`src/rtl/debouncer.sv`:
```
// Debouncer: multi-flop synchronizer followed by a four-state qualification FSM.
// A new level reaches out only after it has been seen on the synchronized input
// for BOUNCE_TICKS+1 consecutive clocks; shorter excursions are discarded.
module debouncer #(
  parameter int unsigned SYNC_STAGES  = 2,
  parameter int unsigned BOUNCE_TICKS = 4,
  parameter logic        RESET_LEVEL  = 1'b0
) (
  input  logic clk,
  input  logic rst,
  input  logic in,
  output logic out,
  output logic busy
);

  localparam int unsigned CntW = $clog2(BOUNCE_TICKS + 1);
  localparam logic [CntW-1:0] CntLast = CntW'(BOUNCE_TICKS - 1);

  // Reject illegal configurations at elaboration.
  if (SYNC_STAGES < 2) begin : g_bad_sync
    $error("debouncer: SYNC_STAGES must be >= 2");
  end
  if (BOUNCE_TICKS < 1) begin : g_bad_ticks
    $error("debouncer: BOUNCE_TICKS must be >= 1");
  end

  typedef enum logic [1:0] {
    StStableLow  = 2'b00,
    StMaybeHigh  = 2'b01,
    StStableHigh = 2'b10,
    StMaybeLow   = 2'b11
  } state_e;

  localparam state_e StReset = RESET_LEVEL ? StStableHigh : StStableLow;

  logic [SYNC_STAGES-1:0] sync_q, sync_d;
  logic                   s;
  state_e                 state_q, state_d;
  logic [CntW-1:0]        cnt_q, cnt_d;

  // Synchronizer shift: only stage 0 ever looks at the raw input.
  always_comb begin
    sync_d = {sync_q[SYNC_STAGES-2:0], in};
    s      = sync_q[SYNC_STAGES-1];
  end

  // Synchronizer chain register.
  always_ff @(posedge clk or posedge rst) begin
    if (rst) begin
      sync_q <= {SYNC_STAGES{RESET_LEVEL}};
    end else begin
      sync_q <= sync_d;
    end
  end

  // Qualification FSM next-state and stability counter.
  always_comb begin
    state_d = state_q;
    cnt_d   = cnt_q;
    case (state_q)
      StStableLow: begin
        if (s) begin
          state_d = StMaybeHigh;
          cnt_d   = '0;
        end
      end
      StMaybeHigh: begin
        if (!s) begin
          // Abort: the excursion was too short, start over from the old level.
          state_d = StStableLow;
          cnt_d   = '0;
        end else if (cnt_q == CntLast) begin
          state_d = StStableHigh;
          cnt_d   = '0;
        end else begin
          cnt_d = cnt_q + CntW'(1);
        end
      end
      StStableHigh: begin
        if (!s) begin
          state_d = StMaybeLow;
          cnt_d   = '0;
        end
      end
      StMaybeLow: begin
        if (s) begin
          state_d = StStableHigh;
          cnt_d   = '0;
        end else if (cnt_q == CntLast) begin
          state_d = StStableLow;
          cnt_d   = '0;
        end else begin
          cnt_d = cnt_q + CntW'(1);
        end
      end
      default: begin
        state_d = StReset;
        cnt_d   = '0;
      end
    endcase
  end

  // FSM state and counter registers.
  always_ff @(posedge clk or posedge rst) begin
    if (rst) begin
      state_q <= StReset;
      cnt_q   <= '0;
    end else begin
      state_q <= state_d;
      cnt_q   <= cnt_d;
    end
  end

  // Moore outputs: the old level is held while a change is being qualified.
  always_comb begin
    out  = (state_q == StStableHigh) || (state_q == StMaybeLow);
    busy = (state_q == StMaybeHigh) || (state_q == StMaybeLow);
  end

endmodule

```
`config.mk`:
```
export PLATFORM = sky130hd
export DESIGN_NAME = debouncer
export DESIGN_NICKNAME = d
export VERILOG_FILES = /design/src/rtl/debouncer.sv
export SDC_FILE = /design/constraint.sdc
export NUM_CORES = 1
export LEC_CHECK = 0
export BUFFER_PORTS_ARGS = -buffer_cell sky130_fd_sc_hd__buf_2
export CAP_MARGIN = 20
export CORE_AREA = 10 10 47 49
export CTS_BUF_LIST = sky130_fd_sc_hd__clkbuf_8 sky130_fd_sc_hd__clkbuf_16
export DETAILED_ROUTE_END_ITERATION = 12
export DIE_AREA = 0 0 57 59
export SLEW_MARGIN = 15
export SYNTH_ARGS = -nofsm -noshare
export SYNTH_HDL_FRONTEND = slang
export SYNTH_SLANG_ARGS = --single-unit
```
`constraint.sdc`:
```
create_clock -name clk -period 1.3 [get_ports clk]
set_input_delay 0.13 -clock clk [delete_from_list [all_inputs] [get_ports clk]]
set_output_delay 0.13 -clock clk [all_outputs]
set_load 0.03 [all_outputs]
```
==> run_results.csv <==
group,metric,value,unit
critical_path,crit_path_start,"cnt_q[0]",
clocking,path_clk_slew,0.04,ns
grt,grt_max_degree,9,
finish,layout-drive-gt1-share,0.545,
critical_path,crit_chain,"ha_2 > and2b_2 > nand2_2 > mux2_4",
critical_path,cp_slowest_cell,"dfrtp_1",
timing,hold_ws,0.0111,ns
finish,nets,38,
finish,final.fill_count,150,
timing,finalClockSkew,0.000279,ns
clocking,clk_latency,0.22,ns
critical_path,reg2reg_depth,4,
timing,slew_violations,0,
logic_synthesis,syn-cell-area,314,sq um
route,drc,0,
logic_synthesis,synth_seq_cells,7,
logic_synthesis,seq_area_frac_synth,0.558,
critical_path,end_kind,"flop",
critical_path,cp.required,1.41,ns
clocking,post_cts.repair.setup_buffers,0,
floorplanning,row_count,14,
critical_path,path_max_fanout,3,
critical_path,critical_path_arrival,1.39,ns
critical_path,rrSetupSlack,0.01,ns
finish,regArea,175,sq um
timing,rsz0062_at_grt,"yes",
route,via_per_inst,4.29,
grt,grt_usage,0.0390,
critical_path,critPathKind,"reg2reg",
grt,antenna_found_initial,0,
logic_synthesis,syn_avg_cell_area,13.1,sq um
timing,finalSetupViolations,0,
logic_synthesis,syn-num-nets,28,
timing,fin_crit,1.29,ns
clocking,numClockSinks,7,
finish,diodes,0,
placement,portBuffers,4,
job,drv_cap,0,
finish,fin_cells,49,
clocking,cts_tree,"yes",
power,ir_worst_vdd,0.923,mV
finish,area_growth,37.5,%
clocking,numCtsBuffers,3,
floorplanning,ios,5,
grt,grt_pass1_wl,979,um
grt,first_global_vias,238,
logic_synthesis,yosys_warnings,0,
clocking,root_buffer,"clkbuf_8",
timing,max_slew_margin,0.744,
power,pwr_density_cell,2110,nW/um^2
clocking,htreeDepth,1,
floorplanning,die_height,59,um
critical_path,critPathLaunchType,"flop",
floorplanning,dieArea,3360,sq um
finish,multi_input_area,141,sq um
timing,hold_viol_final,0,
critical_path,r2r-start,"cnt_q[0]",
min_path,hold_class,"in2reg",
clocking,cts_buffer_depth,2,
grt,overflow,0,
route,first_iter_violations,2,
placement,place_congestion,0.642,
route,dr.pass1.iters,2,
logic_synthesis,ys_types,16,
route,routed_wirelength,606,um
route,vias,210,
finish,layout_commonest_cell,"dfrtp_1",
critical_path,critical_path.max_stage_delay,0.38,ns
placement,dp.cells,44,
floorplanning,initial_utilization,0.224,
power,leakage,0.214,nW
floorplanning,coreArea,1400,sq um
timing,tightest_slew,0.382,ns
floorplanning,die_w,57,um
run_status,status,"completed",
route,ant_nets,0,
timing,fmax,777,MHz
timing,min_period_over_period,0.990,
logic_synthesis,syn_inst,24,
finish,final_cell_mix,"dfrtp_1, buf_2, clkbuf_8, buf_4",
route,wl_per_cell,12.4,um
[final cells by class]
class / instances / share of cell area
multi-input cells: 14 / 0.328
clock inverters: 1 / 0.0116
well taps: 16 / 0.0464
inverters: 1 / 0.00870
flip-flops and latches: 7 / 0.406
repair buffers: 7 / 0.104
clock buffers: 3 / 0.0957
[repair_timing]
action | in CTS | in global routing
gates resized for setup | 1 | 2
setup endpoints to repair | 1 | 2
pin swaps | 1 | 1
hold buffers | 1 | 0
hold endpoints to repair | 7 | 0
[cells in the mapped netlist, drive strengths merged]
cell type	instances	area [sq um]
a21oi	1	5.00
o21a	1	7.51
nor4b	1	15.0
a21o	1	7.51
nor3b	1	7.51
o31ai	1	7.51
nor2b	1	13.8
mux2	1	11.3
nand3b	1	7.51
dfrtp	7	175
xnor2	1	16.3
clkbuf	2	7.51
ha	1	12.5
and2b	1	8.76
nand2	2	7.51
inv	1	3.75
[critical path: cells and delay by family, from the launching register on]
family	cells	cell delay (ns)
DFF	1	0.38
and+or+nand+nor	2	0.31
adders and majority gates	1	0.19
muxes	1	0.29
[metrics by stage]
step	setup TNS, ns	instance area [sq um]	utilization	worst slack (ns)	total power [mW]
6_report	0	432	0.308	0.0132	0.912
3_5_place_dp	-0.00382	364	0.260	-0.00382	0.590
4_1_cts	0	424	0.303	0.00206	0.912
5_1_grt	-0.0353	432	0.308	-0.0243	0.974
2_1_floorplan	0	317	-	0.0170	0.517
3_3_place_gp	0	364	0.260	0.0171	0.581
[worst min path at each step]
stage,startpoint,end,slack [ns],cells after the start
after floorplan,rst,asynchronous set/reset pin,-0.07,1
final,in,sync_q[0],0.01,1
after global routing,in,sync_q[0],0.00008,1
after global placement,rst,state_q[0],0.07,2
after detailed placement,rst,state_q[0],0.07,2
after CTS,in,sync_q[0],0.003,1
[layer usage]
layer  routed length (um)  up-vias  global-route usage
met5                    0        -                   0
met4                    9        0              0.0302
met3                   75        2              0.0386
met2                  242        8              0.0465
met1                  278      100              0.0394
li1                     -      100                   -
[cells by family after synthesis]
family | share of synthesized area
mux | 0.0359
fa+ha+maj | 0.0398
flops | 0.558
simple gates | 0.191
xor+xnor | 0.0518
compound gates | 0.0877
buf+inv | 0.0359
[report_power, final]
| part | switching [mW] | internal [mW] |
|---|---|---|
| Clock | 0.0954 | 0.207 |
| Combinational | 0.144 | 0.141 |
| Sequential | 0.0576 | 0.266 |
(Power assumes the default switching activity.)
